`src/rtl/urv_writeback_pkg.sv`:
```
// Shared definitions for the writeback stage: FSM state encodings and load funct3 codes.
package urv_writeback_pkg;

  typedef enum logic [1:0] {
    ST_IDLE      = 2'd0,
    ST_ALU       = 2'd1,
    ST_LOAD_WAIT = 2'd2
  } wb_state_t;

  localparam logic [2:0] F3_LB  = 3'b000;
  localparam logic [2:0] F3_LH  = 3'b001;
  localparam logic [2:0] F3_LW  = 3'b010;
  localparam logic [2:0] F3_LBU = 3'b100;
  localparam logic [2:0] F3_LHU = 3'b101;

endpackage

```
`src/rtl/urv_load_align.sv`:
```
// Load data extraction: picks the addressed byte/halfword and sign- or zero-extends it.
module urv_load_align
  import urv_writeback_pkg::*;
(
  input  logic [31:0] i_data,
  input  logic [2:0]  i_funct3,
  input  logic [1:0]  i_lsb,
  output logic [31:0] o_result
);

  logic [7:0]  w_byte;
  logic [15:0] w_half;

  // NOTE: every signal written here gets a default first, so no path leaves it unassigned (no latch).
  always_comb begin
    w_byte   = i_data[7:0];
    w_half   = i_lsb[1] ? i_data[31:16] : i_data[15:0];
    o_result = i_data;

    case (i_lsb)
      2'd1:    w_byte = i_data[15:8];
      2'd2:    w_byte = i_data[23:16];
      2'd3:    w_byte = i_data[31:24];
      default: w_byte = i_data[7:0];
    endcase

    case (i_funct3)
      F3_LB:   o_result = {{24{w_byte[7]}}, w_byte};
      F3_LBU:  o_result = {24'h0, w_byte};
      F3_LH:   o_result = {{16{w_half[15]}}, w_half};
      F3_LHU:  o_result = {16'h0, w_half};
      default: o_result = i_data;
    endcase
  end

endmodule

```
`src/rtl/urv_writeback.sv`:
```
// Writeback stage: holds one retiring instruction, waits for load data and drives the
// register-file write port plus the forwarding (bypass) port.
module urv_writeback
  import urv_writeback_pkg::*;
#(
  parameter bit G_BYPASS_LOADS = 1'b1
) (
  input  logic        clk_i,
  input  logic        rst_i,
  input  logic        x_valid_i,
  input  logic [4:0]  x_rd_i,
  input  logic        x_rd_write_i,
  input  logic [31:0] x_rd_value_i,
  input  logic        x_load_i,
  input  logic [2:0]  x_funct3_i,
  input  logic [1:0]  x_addr_lsb_i,
  input  logic [31:0] dm_data_i,
  input  logic        dm_load_done_i,
  output logic        w_stall_o,
  output logic [4:0]  rf_rd_o,
  output logic [31:0] rf_rd_value_o,
  output logic        rf_rd_store_o,
  output logic        bypass_rd_write_o,
  output logic [31:0] bypass_rd_value_o
);

  wb_state_t   r_state;
  wb_state_t   w_next_state;
  logic [4:0]  r_rd;
  logic        r_rd_write;
  logic [31:0] r_value;
  logic [2:0]  r_funct3;
  logic [1:0]  r_lsb;
  logic [31:0] w_load_value;
  logic        w_stall;

  urv_load_align u_load_align (
    .i_data   (dm_data_i),
    .i_funct3 (r_funct3),
    .i_lsb    (r_lsb),
    .o_result (w_load_value)
  );

  // NOTE: sequential state uses non-blocking assignments so all registers update together.
  always_ff @(posedge clk_i or negedge rst_i) begin
    if (!rst_i) begin
      r_state    <= ST_IDLE;
      r_rd       <= '0;
      r_rd_write <= 1'b0;
      r_value    <= '0;
      r_funct3   <= '0;
      r_lsb      <= '0;
    end else begin
      r_state <= w_next_state;
      if (!w_stall && x_valid_i) begin
        r_rd       <= x_rd_i;
        r_rd_write <= x_rd_write_i;
        r_value    <= x_rd_value_i;
        r_funct3   <= x_funct3_i;
        r_lsb      <= x_addr_lsb_i;
      end
    end
  end

  always_comb begin
    w_stall           = (r_state == ST_LOAD_WAIT) && !dm_load_done_i;
    w_next_state      = r_state;
    rf_rd_store_o     = 1'b0;
    bypass_rd_write_o = 1'b0;
    rf_rd_value_o     = r_value;

    if (!w_stall)
      w_next_state = x_valid_i ? (x_load_i ? ST_LOAD_WAIT : ST_ALU) : ST_IDLE;

    case (r_state)
      ST_ALU: begin
        rf_rd_store_o     = r_rd_write && (r_rd != 5'd0);
        bypass_rd_write_o = rf_rd_store_o;
      end
      ST_LOAD_WAIT: begin
        rf_rd_value_o = w_load_value;
        if (dm_load_done_i) begin
          rf_rd_store_o     = (r_rd != 5'd0);
          bypass_rd_write_o = G_BYPASS_LOADS && rf_rd_store_o;
        end
      end
      default: ;
    endcase
  end

  assign w_stall_o         = w_stall;
  assign rf_rd_o           = r_rd;
  assign bypass_rd_value_o = rf_rd_value_o;

endmodule
```
`config.mk`:
```
export PLATFORM = sky130hd
export DESIGN_NAME = urv_writeback
export DESIGN_NICKNAME = d
export VERILOG_FILES = /design/src/rtl/urv_writeback_pkg.sv /design/src/rtl/urv_load_align.sv /design/src/rtl/urv_writeback.sv
export SDC_FILE = /design/constraint.sdc
export NUM_CORES = 1
export LEC_CHECK = 0
export CORE_AREA = 2 2 62 122
export DETAILED_ROUTE_END_ITERATION = 12
export DIE_AREA = 0 0 64 124
export PLACE_DENSITY_LB_ADDON = 0.12
export SLEW_MARGIN = 10
export SYNTH_ARGS = -nofsm -noshare
export SYNTH_HDL_FRONTEND = slang
export SYNTH_SLANG_ARGS = --single-unit
```
`constraint.sdc`:
```
create_clock -name clk_i -period 5.95 [get_ports clk_i]
set_clock_uncertainty 0.05 [all_clocks]
set_input_delay 1.19 -clock clk_i [delete_from_list [all_inputs] [get_ports clk_i]]
set_output_delay 1.19 -clock clk_i [all_outputs]
set_load 0.005 [all_outputs]
```
==> results of run 1 <==
## cells in the final DEF (no fill, tap or decap), types with 2 or more instances in the layout
master / Yosys / routed
clkdlybuf4s50_1: 0 / 150
a21oi_1: 7 / 7
a41oi_1: 4 / 4
and3_1: 7 / 7
a32o_1: 4 / 4
nand2_1: 10 / 10
o21ai_0: 4 / 4
nor2b_1: 3 / 3
clkbuf_16: 0 / 5
a211o_1: 3 / 3
nor2_1: 16 / 16
buf_4: 37 / 3
a211oi_1: 2 / 2
a21boi_0: 3 / 3
o22a_1: 2 / 2
o22ai_1: 4 / 4
mux2i_1: 3 / 3
mux2_2: 46 / 46
a31oi_1: 13 / 13
nor4bb_1: 3 / 3
a221o_1: 16 / 16
nand3_1: 4 / 4
ha_1: 2 / 2
inv_1: 4 / 4
nand2b_1: 4 / 4
dfrtp_1: 45 / 45
## sequential cells by signal, summed over array words and instances, names as in the netlist
signal and cells:
r_funct3 3, r_rd_write 1, r_value 32, r_lsb 2
rf_rd_o 5, r_state 2
## final cells by class
type | instances | share of cell area [%]
flip-flops and latches | 45 | 25.81
clock buffers | 6 | 3.183
inverters | 5 | 0.4302
multi-input cells | 172 | 32.09
well taps | 90 | 2.581
repair buffers | 154 | 35.04
clock inverters | 2 | 0.8603
## power by group through the flow
stage | Sequential [mW] | Combinational, mW | Clock [mW]
after floorplan | 0.364 | 0.218 | 0
after global placement | 0.382 | 0.389 | 0
after detailed placement | 0.384 | 0.392 | 0
after CTS | 0.378 | 0.394 | 0.333
after global routing | 0.384 | 0.421 | 0.348
final | 0.378 | 0.390 | 0.328
## worst min-delay path by stage
stage                     slack [ps]                 endpoint                    start
after floorplan                  430   r_state[1]$_DFFE_PN0N_   r_state[1]$_DFFE_PN0N_
after global placement           440  r_value[21]$_DFFE_PN0P_  r_value[21]$_DFFE_PN0P_
after detailed placement         450  r_value[22]$_DFFE_PN0P_  r_value[22]$_DFFE_PN0P_
after CTS                        460  r_value[22]$_DFFE_PN0P_  r_value[22]$_DFFE_PN0P_
after global routing             470   r_value[2]$_DFFE_PN0P_   r_value[2]$_DFFE_PN0P_
final                            460  r_value[18]$_DFFE_PN0P_  r_value[18]$_DFFE_PN0P_
## synthesized netlist by cell type, drive strengths merged, types with 3 or more instances
master,number
and3,7
a21oi,7
nor2,16
o21ai,5
a41oi,4
nand2b,4
dfrtp,45
nor4bb,3
mux2i,3
o22ai,4
a221o,16
a32o,4
mux2,46
buf,42
a31oi,13
a211o,3
nand2,10
clkbuf,13
a21boi,3
inv,4
nor2b,3
nand3,4
## worst max-delay path, delay by kind of cell
kind / cells / cell delay, ps
mux: 1 / 490
simple gates: 1 / 380
buf+inv: 2 / 940
compound gates: 1 / 370
## metal layers
layer / vias up / global-route usage [%] / share of wire [%]
met5: - / 0 / 0
met4: 0 / 7.337 / 1.4
met3: 10 / 3.071 / 5.1
met2: 113 / 40.89 / 56
met1: 1262 / 23.37 / 37
li1: 1219 / - / -
## kinds of logic (layout without fill, tap and decap cells)
family                   after synthesis  after routing  synth area share (%)
AO/OA/AOI/OAI                         68             68                 18.13
adder cells (fa/ha/maj)                2              2                0.8634
buffers and inverters                 60            167                 13.21
flip-flops                            45             45                 38.86
multiplexers                          50             50                 19.69
AND/OR/NAND/NOR                       52             52                 9.241
## through the flow
stage	area (µm²)	util [%]	std cells	hold slack, ps	total power [mW]
5_1_grt	4363	62.86	474	468.4	1.154
2_1_floorplan	2898	-	277	425.3	0.5814
6_report	4363	62.86	474	458.8	1.096
3_3_place_gp	4187	60.32	466	438.3	0.7710
4_1_cts	4363	62.86	474	459.4	1.106
3_5_place_dp	4187	60.32	466	445.3	0.7759
==> key figures, run 1 <==
GRT
  • Initial antenna violation count: 0
  • Total Routing Usage GR: 21.33%
  • Global route overflow: 0
  • Largest net degree at the start of global routing: 46
  • First-pass GRT wire length: 13.05 mm
  • Vias in the first global route: 2609

Clocking
  • Clock buffer depth: 2
  • Post-CTS Setup Bufs: 0
  • Cts bufs inserted: 5
  • Clock transition at path regs: 60 ps
  • CTS Hold Buffers Added: 0
  • Worst-Skew Late Latency: 280 ps
  • CTS tree: built
  • # H-tree levels: 2
  • Root buf cell: clkbuf_16
  • Post-cts sizing count: 0
  • Clk sink count: 45

Placed design
  • Setup WS pre-CTS: 1319 ps
  • GPL Wtd Cong: 0.9029
  • HPWL Detailed: 6.632 mm
  • I/O Buffers: 151

Drt
  • Vias: 2604
  • Detailed Route Iter0 Violations: 101
  • DRC: 0
  • Via density: 5.494
  • Wirelength, routed: 8.585 mm
  • ANT nets after route: 0
  • WL per Instance: 18.11 µm
  • First-pass DRT Iterations: 5

Power
  • Pwr/cell area: 251.2 nW/µm²
  • Clock power frac: 29.9%
  • Internal power: 0.8071 mW
  • Switching Share: 26.35%
  • Gate power share: 35.6%
  • Switching power: 0.2888 mW
  • Sequential power share: 34.5%
  • Leakage Power: 1.726 nW
  • Max IR drop VDD: 0.0001782 V

Yosys
  • EDFF count, synth: 0
  • Mapped Cells: 277
  • Largest cells by area after synthesis: dfrtp_1 (39%), mux2_2 (18%), buf_4 (9.6%), a221o_1 (5.5%), a31oi_1 (2.8%)
  • Main synth FF type: dfrtp_1
  • Avg Cell Area, Syn: 10.46 µm²
  • Synth Net Count: 359
  • Synth Warn #: 0
  • Synthesized flop and latch total: 45
  • Cell taking the most area after synthesis: dfrtp_1
  • Cell variety after synth: 40
  • Yosys top cell area share: 38.86%
  • Seq/Total Area, Yosys: 38.86%
  • Fraction of registers with async set/reset: 100.0%
  • Mapped cell area: 2898 µm²

Critical path
  • Worst reg2reg endpoint: r_value[3]$_DFFE_PN0P_
  • CP Max Fanout: 16
  • R2r worst-path depth: 8
  • Delay of the slowest critical-path stage: 490 ps
  • Critical path endpoint: bypass_rd_value_o[23]
  • Startpoint Class: primary input
  • FF-to-FF Start: r_state[0]$_DFFE_PN0N_
  • Worst path arrival time: 3380 ps
  • Crit-path cells: clkdlybuf4s50_1, mux4_2, and3b_1, a211o_1, clkdlybuf4s50_1
  • WS Path Type: primary input to primary output
  • Crit path from: dm_data_i[23]
  • Reg-to-reg slack, setup: 2960 ps
  • Worst path required time: 4710 ps
  • Worst path most repeated cell: clkdlybuf4s50_1
  • Crit path max-delay cell type: clkdlybuf4s50_1
  • Nature of the critical path endpoint: primary output

Floorplanning
  • Initial Utilization: 41.75%
  • Die ar.: 7936 µm²
  • Ports: 152
  • Die Ht: 124 µm
  • Core Footprint: 6940 µm²
  • Die Span X: 64 µm
  • Core Rows: 43

Timing
  • Slew Limit Fails: 0
  • Final number of setup-violating endpoints: 0
  • Slew headroom: 31.70%
  • Setup TNS: 0 ps
  • Tmin final: 4615 ps
  • Final WS setup: 1335 ps
  • Final period utilization: 77.57%
  • Worst slew pin tran: 1024 ps
  • Hold violation total from the final report: 0
  • RSZ-0062 raised after global routing: false
  • Max Fclk: 216.7 MHz

Layout
  • Diode count: 0
  • FILL cells: 588
  • Ratio of cells with drive above 1 in the final layout: 15.63%
  • Layout area overhead: 50.56%
  • Multi-input logic area: 1400 µm²
  • Final nets: 465
  • Register area: 1126 µm²

Hold path
  • Worst hold path class: register to register
  • Hold Path Cell Cnt: 1

Run
  • Max cap viols: 0

Outcome
  • Status: finished clean
Note: power is estimated with default switching activity, not from simulation.
==> inputs of run 2 (changes only) <==
CORE_AREA = 2 2 64 126   (was 2 2 62 122)
DIE_AREA = 0 0 66 128   (was 0 0 64 124)
clock period = 4.74 ns   (was 5.95 ns; I/O delays follow)
==> run 2 against run 1 <==
Net effect: flip-flop and latch count is the same; largest cell class unchanged; critical path depth is the same; via count is the same; global-route usage decreased by 0.41 points; power grew 26%; final area increased by 0.29%; setup slack worse by 720 ps.
==> key figures, run 2 (synthesis results as in run 1) <==
Hold path
  • Hold EP: r_value[14]$_DFFE_PN0P_ (was r_value[18]$_DFFE_PN0P_)
  • Hold wc startpoint: r_value[14]$_DFFE_PN0P_ (was r_value[18]$_DFFE_PN0P_)
  • Hold Path Cell Cnt: 1 (unchanged)
  • Worst hold path class: register to register (unchanged)

Clocking
  • # H-tree levels: 2 (unchanged)
  • Post-CTS Setup Bufs: 0 (unchanged)
  • Clock buffer depth: 2 (unchanged)
  • Root buf cell: clkbuf_16 (unchanged)
  • CTS tree: built (unchanged)
  • CTS Hold Buffers Added: 0 (unchanged)
  • Clk sink count: 45 (unchanged)
  • Cts bufs inserted: 5 (unchanged)
  • Worst-Skew Late Latency: 290 ps (was 280 ps)
  • Post-cts sizing count: 0 (unchanged)
  • Clock transition at path regs: 60 ps (about the same)

GRT
  • Global route overflow: 0 (unchanged)
  • First-pass GRT wire length: 13.09 mm (was 13.05 mm)
  • Total Routing Usage GR: 20.93% (was 21.33%)
  • Vias in the first global route: 2503 (was 2609)
  • Initial antenna violation count: 0 (unchanged)
  • Largest net degree at the start of global routing: 46 (unchanged)

Placed design
  • HPWL Detailed: 6.798 mm (was 6.632 mm)
  • GPL Wtd Cong: 0.8826 (was 0.9029)
  • Placed cells: 471 (was 466)
  • I/O Buffers: 151 (unchanged)
  • Placed cell area: 4199 µm² (was 4187 µm²)

Layout
  • Max reg flops: 32 (unchanged)
  • Layout area overhead: 50.99% (was 50.56%)
  • Final nets: 466 (was 465)
  • Commonest non-fill, non-tap cell in the layout: clkdlybuf4s50_1 (unchanged)
  • Ratio of cells with drive above 1 in the final layout: 15.84% (was 15.63%)
  • Core Util, Final: 57.99% (was 62.86%)
  • Diode count: 0 (unchanged)
  • FILL cells: 710 (was 588)
  • Post-route insts no fill: 479 (was 474)
  • Fin area: 4375 µm² (was 4363 µm²)
  • Most frequent cells in the layout: clkdlybuf4s50_1 (150), mux2_2 (46), dfrtp_1 (45), nor2_1 (16), a221o_1 (16) (unchanged)
  • Biggest register: r_value (unchanged)

Critical path
  • Nature of the critical path endpoint: primary output (unchanged)
  • FF-to-FF Start: r_state[0]$_DFFE_PN0N_ (unchanged)
  • Crit path max-delay family: buffers and inverters (unchanged)
  • Worst path arrival time: 3130 ps (was 3380 ps)
  • R2r worst-path depth: 7 (was 8)
  • Worst path most repeated cell: clkdlybuf4s50_1 (unchanged)
  • Reg-to-reg slack, setup: 2260 ps (was 2960 ps)
  • Delay of the slowest critical-path stage: 480 ps (was 490 ps)
  • CP Max Fanout: 16 (unchanged)
  • WS Path Type: primary input to primary output (unchanged)
  • Crit path max-delay cell type: clkdlybuf4s50_1 (unchanged)
  • Crit-path cells: clkdlybuf4s50_1, mux4_2, and3b_1, a211o_1, clkdlybuf4s50_1 (unchanged)
  • Worst reg2reg endpoint: r_value[18]$_DFFE_PN0P_ (was r_value[3]$_DFFE_PN0P_)
  • Worst path required time: 3740 ps (was 4710 ps)
  • Startpoint Class: primary input (unchanged)
  • Buf+Inv Stages, Crit Path: 2 (unchanged)

Floorplanning
  • Core Rows: 45 (was 43)
  • Die Ht: 128 µm (was 124 µm)
  • Core Footprint: 7545 µm² (was 6940 µm²)
  • Die Span X: 66 µm (was 64 µm)
  • Initial Utilization: 38.41% (was 41.75%)
  • Die ar.: 8448 µm² (was 7936 µm²)
  • Ports: 152 (unchanged)

Drt
  • DRC: 0 (unchanged)
  • Detailed Route Iter0 Violations: 76 (was 101)
  • Via density: 5.436 (was 5.494)
  • ANT nets after route: 0 (unchanged)
  • First-pass DRT Iterations: 4 (was 5)
  • WL per Instance: 18.32 µm (was 18.11 µm)
  • Vias: 2604 (unchanged)
  • Wirelength, routed: 8.777 mm (was 8.585 mm)

Timing
  • Final Hold Slack: 455.6 ps (was 458.8 ps)
  • Slew Limit Fails: 0 (unchanged)
  • Final period utilization: 87.11%
  • Max Fclk: 242.2 MHz
  • RSZ-0062 raised after global routing: false (unchanged)
  • Final number of setup-violating endpoints: 0 (unchanged)
  • Setup TNS: 0 ps (unchanged)
  • Worst slew pin tran: 1022 ps (was 1024 ps)
  • Tmin final: 4129 ps
  • Slew headroom: 31.88% (was 31.70%)
  • Hold violation total from the final report: 0 (unchanged)

Power
  • Max IR drop VDD: 0.0002840 V (was 0.0001782 V)
  • Pwr/cell area: 315.2 nW/µm² (was 251.2 nW/µm²)
  • Leakage Power: 1.731 nW (was 1.726 nW)

Outcome
  • Status: finished clean (unchanged)

Run
  • Max cap viols: 0 (unchanged)
==> run 2: cell types whose count changed in the layout (fill, tap and decap cells not counted), sizes merged <==
cell  before  now
buf        4    5
==> run 2: final cells by class <==
type                            instances  area (µm²)  share of cell area (%)
Timing Repair Buffer                  155        1536                   35.12
Multi-Input combinational cell        172        1400                   32.00
Sequential cell                        45        1126                   25.74
Clock buffer                            6       138.9                   3.174
Tap cell                               94       117.6                   2.688
Clock inverter                          2       37.54                  0.8579
Inverter                                5       18.77                  0.4289
==> run 2: stage by stage <==
stage | total power, mW | setup slack, ps
floorplan | 0.7299 | 1502
global placement | 0.9690 | 655.2
detailed placement | 0.9746 | 589.8
CTS | 1.393 | 589.8
global route | 1.447 | 493.0
finish | 1.379 | 610.8
==> run 2: worst max path at each step <==
stage,slack (ps),cells after the start,from,end
floorplan,1500,6,dm_data_i[23],rf_rd_value_o[22]
global placement,660,5,dm_data_i[23],bypass_rd_value_o[31]
detailed placement,590,5,dm_data_i[23],rf_rd_value_o[23]
CTS,590,5,dm_data_i[23],rf_rd_value_o[23]
global route,490,6,dm_data_i[23],rf_rd_value_o[8]
finish,610,5,dm_data_i[23],rf_rd_value_o[23]
==> run 2: power breakdown <==
group          switching, mW  internal [mW]  leakage [nW]
clock                  0.152          0.263        0.0831
combinational          0.169          0.320          1.12
sequential            0.0455          0.430         0.529
total                  0.366           1.01          1.73
==> run 2: layer usage <==
| metal | track usage (%) | part of all wire [%] | vias up |
|---|---|---|---|
| met1 | 21.86 | 35 | 1273 |
| met3 | 4.126 | 6.5 | 9 |
| li1 | - | - | 1219 |
| met2 | 39.93 | 57 | 103 |
| met5 | 0 | 0 | - |
| met4 | 7.323 | 1.9 | 0 |
==> run 2: worst register-to-register path: cells and delay by family, from the launching register on <==
family	cells	cell delay, ps
adder cells (fa/ha/maj)	1	160
multiplexers	1	390
buffers and inverters	4	800
flip-flops	1	400
AO/OA/AOI/OAI	1	560
